$ cat src/rtl/gs232c_bhr_ckpt_ctrl.sv
// Branch-history checkpoint controller: a tagged circular queue of history snapshots
// with in-order retire, an architectural history copy and mispredict/flush restore sequencing.
module gs232c_bhr_ckpt_ctrl #(
    parameter int DEPTH = 8,
    parameter int TW    = 3,
    parameter int HW    = 21
) (
    input  logic          clock,
    input  logic          reset,
    input  logic          alloc_valid,
    input  logic [HW-1:0] alloc_hr,
    output logic          alloc_ready,
    output logic [TW-1:0] alloc_tag,
    input  logic          retire_valid,
    input  logic          retire_taken,
    input  logic          flush_valid,
    input  logic [TW-1:0] flush_tag,
    input  logic          flush_taken,
    input  logic          flush_all,
    output logic          restore_valid,
    output logic [HW-1:0] restore_hr,
    output logic [TW:0]   count,
    output logic          full,
    output logic          empty,
    output logic          tag_err
);

    typedef enum logic {
        ST_RUN,
        ST_RECOVER
    } state_t;

    localparam logic [TW:0] PTR_ONE = (TW+1)'(1);

    state_t        state_q, state_d;
    logic [TW:0]   head_q, head_d;
    logic [TW:0]   tail_q, tail_d;
    logic [HW-1:0] arch_hr_q, arch_hr_d;
    logic          restore_valid_q, restore_valid_d;
    logic [HW-1:0] restore_hr_q, restore_hr_d;
    logic          tag_err_q, tag_err_d;

    logic [HW-1:0] entry_mem [DEPTH];

    logic          alloc_ok;
    logic          retire_ok;
    logic          flush_req;
    logic          flush_legal;
    logic [TW-1:0] flush_dist;
    logic [TW:0]   flush_ptr;

    assign count       = tail_q - head_q;
    assign empty       = (head_q == tail_q);
    assign full        = (head_q[TW-1:0] == tail_q[TW-1:0]) && (head_q[TW] != tail_q[TW]);
    assign alloc_ready = (state_q == ST_RUN) && !full && !flush_valid && !flush_all;
    assign alloc_tag   = tail_q[TW-1:0];

    assign alloc_ok  = alloc_valid && alloc_ready;
    assign retire_ok = retire_valid && !empty;
    assign flush_req = flush_valid && !flush_all;

    // Distance from the oldest entry, modulo DEPTH; the tag is in flight when it
    // lies inside the occupied window seen before any same-cycle retire.
    assign flush_dist  = flush_tag - head_q[TW-1:0];
    assign flush_legal = ({1'b0, flush_dist} < count);
    assign flush_ptr   = head_q + {1'b0, flush_dist};

    always_comb begin
        state_d         = state_q;
        head_d          = head_q;
        tail_d          = tail_q;
        arch_hr_d       = arch_hr_q;
        restore_valid_d = 1'b0;
        restore_hr_d    = restore_hr_q;
        tag_err_d       = tag_err_q;

        if (retire_ok) begin
            head_d    = head_q + PTR_ONE;
            arch_hr_d = {arch_hr_q[HW-2:0], retire_taken};
        end
        if (retire_valid && empty) begin
            tag_err_d = 1'b1;
        end

        if (flush_all) begin
            tail_d          = head_d;
            restore_valid_d = 1'b1;
            restore_hr_d    = arch_hr_d;
            state_d         = ST_RECOVER;
        end else if (flush_req) begin
            if (flush_legal) begin
                // The mispredicted branch keeps its slot; everything younger is dropped.
                tail_d          = flush_ptr + PTR_ONE;
                restore_valid_d = 1'b1;
                restore_hr_d    = {entry_mem[flush_tag][HW-2:0], flush_taken};
                state_d         = ST_RECOVER;
            end else begin
                tag_err_d = 1'b1;
                state_d   = ST_RUN;
            end
        end else begin
            state_d = ST_RUN;
            if (alloc_ok) begin
                tail_d = tail_q + PTR_ONE;
            end
        end
    end

    always_ff @(posedge clock) begin
        if (alloc_ok) begin
            entry_mem[tail_q[TW-1:0]] <= alloc_hr;
        end
    end

    always_ff @(posedge clock) begin
        if (reset) begin
            state_q         <= ST_RUN;
            head_q          <= '0;
            tail_q          <= '0;
            arch_hr_q       <= '0;
            restore_valid_q <= 1'b1;
            restore_hr_q    <= '0;
            tag_err_q       <= 1'b0;
        end else begin
            state_q         <= state_d;
            head_q          <= head_d;
            tail_q          <= tail_d;
            arch_hr_q       <= arch_hr_d;
            restore_valid_q <= restore_valid_d;
            restore_hr_q    <= restore_hr_d;
            tag_err_q       <= tag_err_d;
        end
    end

    assign restore_valid = restore_valid_q;
    assign restore_hr    = restore_hr_q;
    assign tag_err       = tag_err_q;

endmodule

$ cat config.mk
export PLATFORM = sky130hd
export DESIGN_NAME = gs232c_bhr_ckpt_ctrl
export DESIGN_NICKNAME = d
export VERILOG_FILES = /design/src/rtl/gs232c_bhr_ckpt_ctrl.sv
export SDC_FILE = /design/constraint.sdc
export NUM_CORES = 1
export LEC_CHECK = 0
export ABC_AREA = 0
export ABC_CLOCK_PERIOD_IN_PS = 4810
export CAP_MARGIN = 10
export CORE_MARGIN = 2
export CORE_UTILIZATION = 55
export DETAILED_ROUTE_END_ITERATION = 16
export GPL_TIMING_DRIVEN = 0
export PLACE_DENSITY = 0.77
export SYNTH_ARGS = -nofsm -noshare
export SYNTH_HDL_FRONTEND = slang
export SYNTH_SLANG_ARGS = --single-unit
$ cat constraint.sdc
create_clock -name clock -period 4.81 [get_ports clock]
set_input_delay 1.443 -clock clock [delete_from_list [all_inputs] [get_ports clock]]
set_output_delay 1.443 -clock clock [all_outputs]
set_load 0.03 [all_outputs]
## After elaboration in Yosys (flattened, before gate mapping)

Memory sizes are Yosys's and may differ from the RTL's.
Cells that the tools add are included.

- Output and inout port bits: 33
- Logic and storage cells: 55
- Bits in writable memories: 168
- Register bits: 53
- Memories: 1
- Input bits: 32

- Eq/ne operators: 4
- Muxes and demuxes: 18
- $lt $le $gt $ge: 1
- Bitwise operators: 1
- Reductions and logical operators: 17
- $add $sub $neg: 6

Memories:

| memory | depth | width | rd ports | clocked after memory_dff | write ports | line | source |
|---|---|---|---|---|---|---|---|
| entry_mem | 8 | 21 | 1 | 0 | 1 | 43 | `logic [HW-1:0] entry_mem [DEPTH];` |

Operators by type and width:

| operator | number |
|---|---|
| 2-to-1 mux 21 bit | 4 |
| 2-to-1 mux 4 bit | 5 |
| adder 4 x 1 -> 4 bit, second input constant | 3 |
| 2-to-1 mux 1 bit | 9 |
| logical AND 1 bit | 8 |
| adder 4 x 3 -> 4 bit | 1 |
| equality test 4 bit | 1 |
| logical NOT 1 bit | 4 |
| < comparator 3 x 4 -> 1 bit | 1 |
| AND reduction 2 bit | 2 |
| nonzero test 2 bit | 2 |
| subtractor 4 bit | 1 |
| equality test 3 bit | 1 |
| != test 3 x 2 -> 1 bit, second input constant | 1 |
| nonzero test 3 bit | 1 |
| subtractor 3 bit | 1 |
| != test 1 bit | 1 |
| inverter 1 bit | 1 |

## Longest topological paths before layout

- Depth in word-level cells: 10
- Mapped depth: 14
- Mapped depth without buffers: 11

## Worst setup path before layout

No wires, ideal clock.

- Path type: input-to-reg
- From: input port flush_tag[0]
- To: register restore_hr_q[10] (netlist: restore_hr[10])
- Setup time: 0.117 ns
- Stages on the path: 13
- Data arrival time: 4.139 ns
- Path slack: 0.554 ns
- Required time: 4.693 ns
- Cells stage by stage: clkbuf_1 -> buf_2 -> inv_1 -> ha_1 -> inv_1 -> fa_1 -> ha_1 -> o21ai_0 -> o211a_1 -> a311o_1 -> nor2b_4 -> buf_2 -> a22o_1

- Longest elaborated chain between the ends: 4
- Elaborated cells on any way between the ends: 8
- Those cells by class: 1 x add/sub; 1 x order compare; 3 x mux; 2 x reduce/logical; 1 x memory

RTL lines:

| element | line | source |
|---|---|---|
| start: declaration | 17 | `input logic [TW-1:0] flush_tag,` |
| subtractor 3 bit or memory (8 x 21 bit) (tied branches) | -- |  |
| < comparator 3 x 4 -> 1 bit or 2-to-1 mux 21 bit (tied branches) | 65, 91 |  |
| nonzero test 2 bit (no line) or 2-to-1 mux 21 bit (tied branches) | -- |  |
| AND reduction 2 bit (no line) or 2-to-1 mux 21 bit (tied branches) | -- |  |
| end signal: assignment | 130 | `restore_hr_q <= restore_hr_d;` |
| end: declaration | 40 | `logic [HW-1:0] restore_hr_q, restore_hr_d;` |

Several ways; a longest one is shown, not always the timed one. The select of a mux whose other input is x is not followed.
A chain may end at the register's enable or synchronous reset.

## Worst setup path after layout

- From: input port flush_tag[2]
- To: register restore_hr_q[4] (netlist: restore_hr[4])

Same word-level chain as after synthesis.

==> results_dict.tcl <==
set metrics [dict create \
    outcome "completed" \
    worst_ep_required_time_ns 5.19 \
    synth-seq-cells 213 \
    syn-num-nets 579 \
    area_growth_pct 20.3 \
    grt_util_overall_pct 23.6 \
    synth_edf_count 160 \
    setup_viol_count_final 0 \
    clock_sinks 213 \
    routed_wl_mm 19.2 \
    detail_route.vias_per_cell 5.91 \
    clock-root-buffer "clkbuf_16" \
    yosys-top-cells-area "edfxtp_1 56%, dfxtp_1 12%, mux4_2 10%" \
    cts-hold-fix-buffers 0 \
    synth_sequential_area_ratio_pct 68.0 \
    synth_top_family_by_area "multiplexers" \
    first_pass_grt_wire_length_mm 29.2 \
    worstPathCellList "clkdlybuf4s50_1 > clkbuf_1 > clkbuf_1 > xor2_1 > xnor2_1 > ha_1 > o21ai_0 > o211a_1 > a311o_1 > nor2b_4 > buf_2 > a22o_1" \
    synth_top_flop_cell "edfxtp_1" \
    vertical_die_dimension_um 129 \
    power.combinational.fraction_pct 24.4 \
    worst_pin_slew_ns 0.886 \
    startpoint_type "input port" \
    mux_contribution_to_synthesized_area_pct 13.0 \
    synth-simple-area-share_pct 4.86 \
    post_route_cells_drive_above_1_share_pct 17.0 \
    finalHoldViolations 0 \
    drt_iter0_markers 384 \
    clk_transition_reported_paths_ns 0.06 \
    synth-adder-area-share_pct 2.29 \
    critPathMaxStageDelay_ns 0.63 \
    fraction_of_power_consumed_by_the_clock_network_pct 32.2 \
    flop_pwr_share_pct 43.4 \
    detailedRoute.firstPassIterationCount 5 \
    first_global_vias 5266 \
    post_synth_inst_count 533 \
    timing_worst_setup_path_type "input port to flip-flop" \
    power.internal_uw 3510 \
    power_density_nw_per_um2 476 \
    h_tree_level_count 1 \
    drc 0 \
    timing.slew.headroom_pct 40.9 \
    hold_path.class "flip-flop to flip-flop" \
    path_common_cell "clkbuf_1" \
    num_cts_buffers 22 \
    drt-wirelength-per-cell_um 22.5 \
    period_share_pct 96.6 \
    clk-insertion-delay-late_ns 0.50 \
    endpoint_kind "flip-flop" \
    finalHoldWorstSlack_ns 0.473 \
    boundaryPins 65 \
    antenna_left 0 \
    start_util_pct 56.6 \
    syn_area_per_cell_sq_um 16.2 \
    cts_resized 0 \
    rd_place_congestion 0.923 \
    irDropWorstVdd_mv 0.310 \
    cts_tree "done" \
    critPathMaxFanout 10 \
    post-cts-setup-buffers 0 \
    timing.reg2reg.setup_slack_ns 1.69 \
    netlist.top_cell.by_area "edfxtp_1" \
    clk_path_buf_depth 3 \
    cap_violations 0 \
    timing.final.max_slew_violations 0 \
    maximum_clock_frequency_mhz 215 \
    placeableCoreArea_sq_um 15300 \
    power_uw 4940 \
    numPortBuffers 59 \
    crit_path_top_delay_cell "clkdlybuf4s50_1" \
    post_synth_num_cell_types 43 \
    total_via_count_after_detailed_routing 5043 \
    fin_nets 672 \
    yosys.area_share.xor_xnor_pct 1.22 \
    netSwitchingPower_uw 1430 \
    postLayoutCoreUtil_pct 68.1 \
    synthDominantCellAreaShare_pct 55.7 \
    detailedPlacementHpwl_mm 12.9 \
    grt_overflow 0 \
    yosys_warnings 0 \
    die_area_sq_um 16700 \
    synth_compound_area_share_pct 7.91 \
    rows 45 \
    synth_area_sq_um 8630 \
    leakagePower_uw 0.00356 \
    maximum_number_of_pins_on_one_net_before_global_route_repair 15 \
    cp_arrival_ns 5.03 \
    antenna_found_initial 0 \
    die_width_um 129 \
    switching_share_pct 29.0 \
    maximum_clock_skew_at_final_layout_ns 0.0135 \
    insertedDiodeCount 0 \
    rsz_0062_raised_after_global_routing "no" \
    finalWorstPathRequiredPeriod_ns 4.65 \
    postSynth.asyncResetShare_pct 0 \
]
## synthesized netlist by cell type (all sizes together) (3+ instances only)
cell type  count
o21ai          5
mux4          40
inv           16
nor2          37
ha            11
nor2b         23
xor2           6
buf           19
clkbuf        16
nand3          4
edfxtp       160
fa             3
a22o          22
nor3           3
nand2b         3
xnor2          6
mux2i         22
dfxtp         53
nand2          6
a21oi         35
a211oi        21
## state kept, by name (all words and copies together), names as in the netlist
signal / flops
tail_q: 4
entry_mem: 160
arch_hr_q: 21
head_q: 4
tag_err: 1
state_q: 1
restore_hr: 21
restore_valid: 1
## power by group through the flow
stage / combinational (uW) / clock [uW] / sequential (uW)
2_1_floorplan: 703 / 0 / 2250
3_3_place_gp: 1170 / 0 / 2180
3_5_place_dp: 1200 / 0 / 2180
4_1_cts: 1210 / 1610 / 2150
5_1_grt: 1300 / 1670 / 2160
6_report: 1210 / 1590 / 2150
## path summary, 6_finish.rpt
check | start | to | cells past startpoint
setup reg to reg | head_q[1] | entry_mem[3][7] | 8
hold / removal | restore_hr[7] | restore_hr[7] | 1
setup / recovery | flush_tag[2] | restore_hr[4] | 12
hold reg to reg | restore_hr[7] | restore_hr[7] | 1
## metal layers
layer / up-vias / track usage (%) / part of all wire [%]
li1: 2258 / - / -
met1: 2562 / 31.7 / 42
met2: 185 / 39.9 / 50
met3: 38 / 3.67 / 6.1
met4: 0 / 7.54 / 2.3
met5: - / 0 / 0
## critical path, delay by kind of cell
kind                     cells  cell delay [ns]
adder cells (fa/ha/maj)      1             0.28
AND/OR/NAND/NOR              1             0.16
XOR/XNOR                     2             0.37
buffers and inverters        4             1.84
AO/OA/AOI/OAI                4             0.93
## stage by stage
step           std cells  setup TNS [ns]  setup WS [ns]  cell area [sq um]
2_1_floorplan        533               0          0.554               8630
3_3_place_gp         803          -27.59         -0.542               9490
3_5_place_dp         813           -6.55         -0.315               9700
4_1_cts              853               0          0.178              10400
5_1_grt              853               0         0.0134              10400
6_report             853               0          0.162              10400
## cell usage in the layout, fill, tap and decap left out, drive strengths merged, types with 2 or more instances in the layout
| cell | netlist | layout |
|---|---|---|
| edfxtp | 160 | 160 |
| and2 | 2 | 2 |
| inv | 16 | 17 |
| and3 | 2 | 2 |
| xnor2 | 6 | 6 |
| fa | 3 | 3 |
| nand4 | 2 | 2 |
| o21ai | 5 | 5 |
| nor2b | 23 | 23 |
| mux4 | 40 | 40 |
| buf | 19 | 29 |
| nor2 | 37 | 37 |
| nand2 | 6 | 6 |
| nand2b | 3 | 3 |
| dfxtp | 53 | 53 |
| nor3 | 3 | 3 |
| clkbuf | 16 | 45 |
| xor2 | 6 | 6 |
| clkinv | 0 | 8 |
| a41o | 2 | 2 |
| nand3 | 4 | 4 |
| a211oi | 21 | 21 |
| mux2i | 22 | 22 |
| clkdlybuf4s50 | 0 | 59 |
| a21boi | 2 | 2 |
| a22o | 22 | 22 |
| o211ai | 2 | 2 |
| a31oi | 2 | 2 |
| a21oi | 35 | 35 |
| ha | 11 | 11 |
## layout make-up
type | instances | area (sq um)
fill | 1013 | 4870
tap | 211 | 264
multi-input combinational | 269 | 2550
clock buffer | 29 | 598
buffer | 35 | 180
sequential | 213 | 5870
clock inverter | 11 | 81.3
inverter | 16 | 60.1
timing repair buffer | 69 | 783
## cell families after synthesis
| family | count (synthesis) |
|---|---|
| AOI/OAI and AO/OA | 98 |
| buffers and inverters | 51 |
| xor gates and xnor gates | 12 |
| and+or+nand+nor | 83 |
| adders and majority gates | 14 |
| muxes | 62 |
| DFF | 213 |
Note: power is estimated with default switching activity, not from simulation.
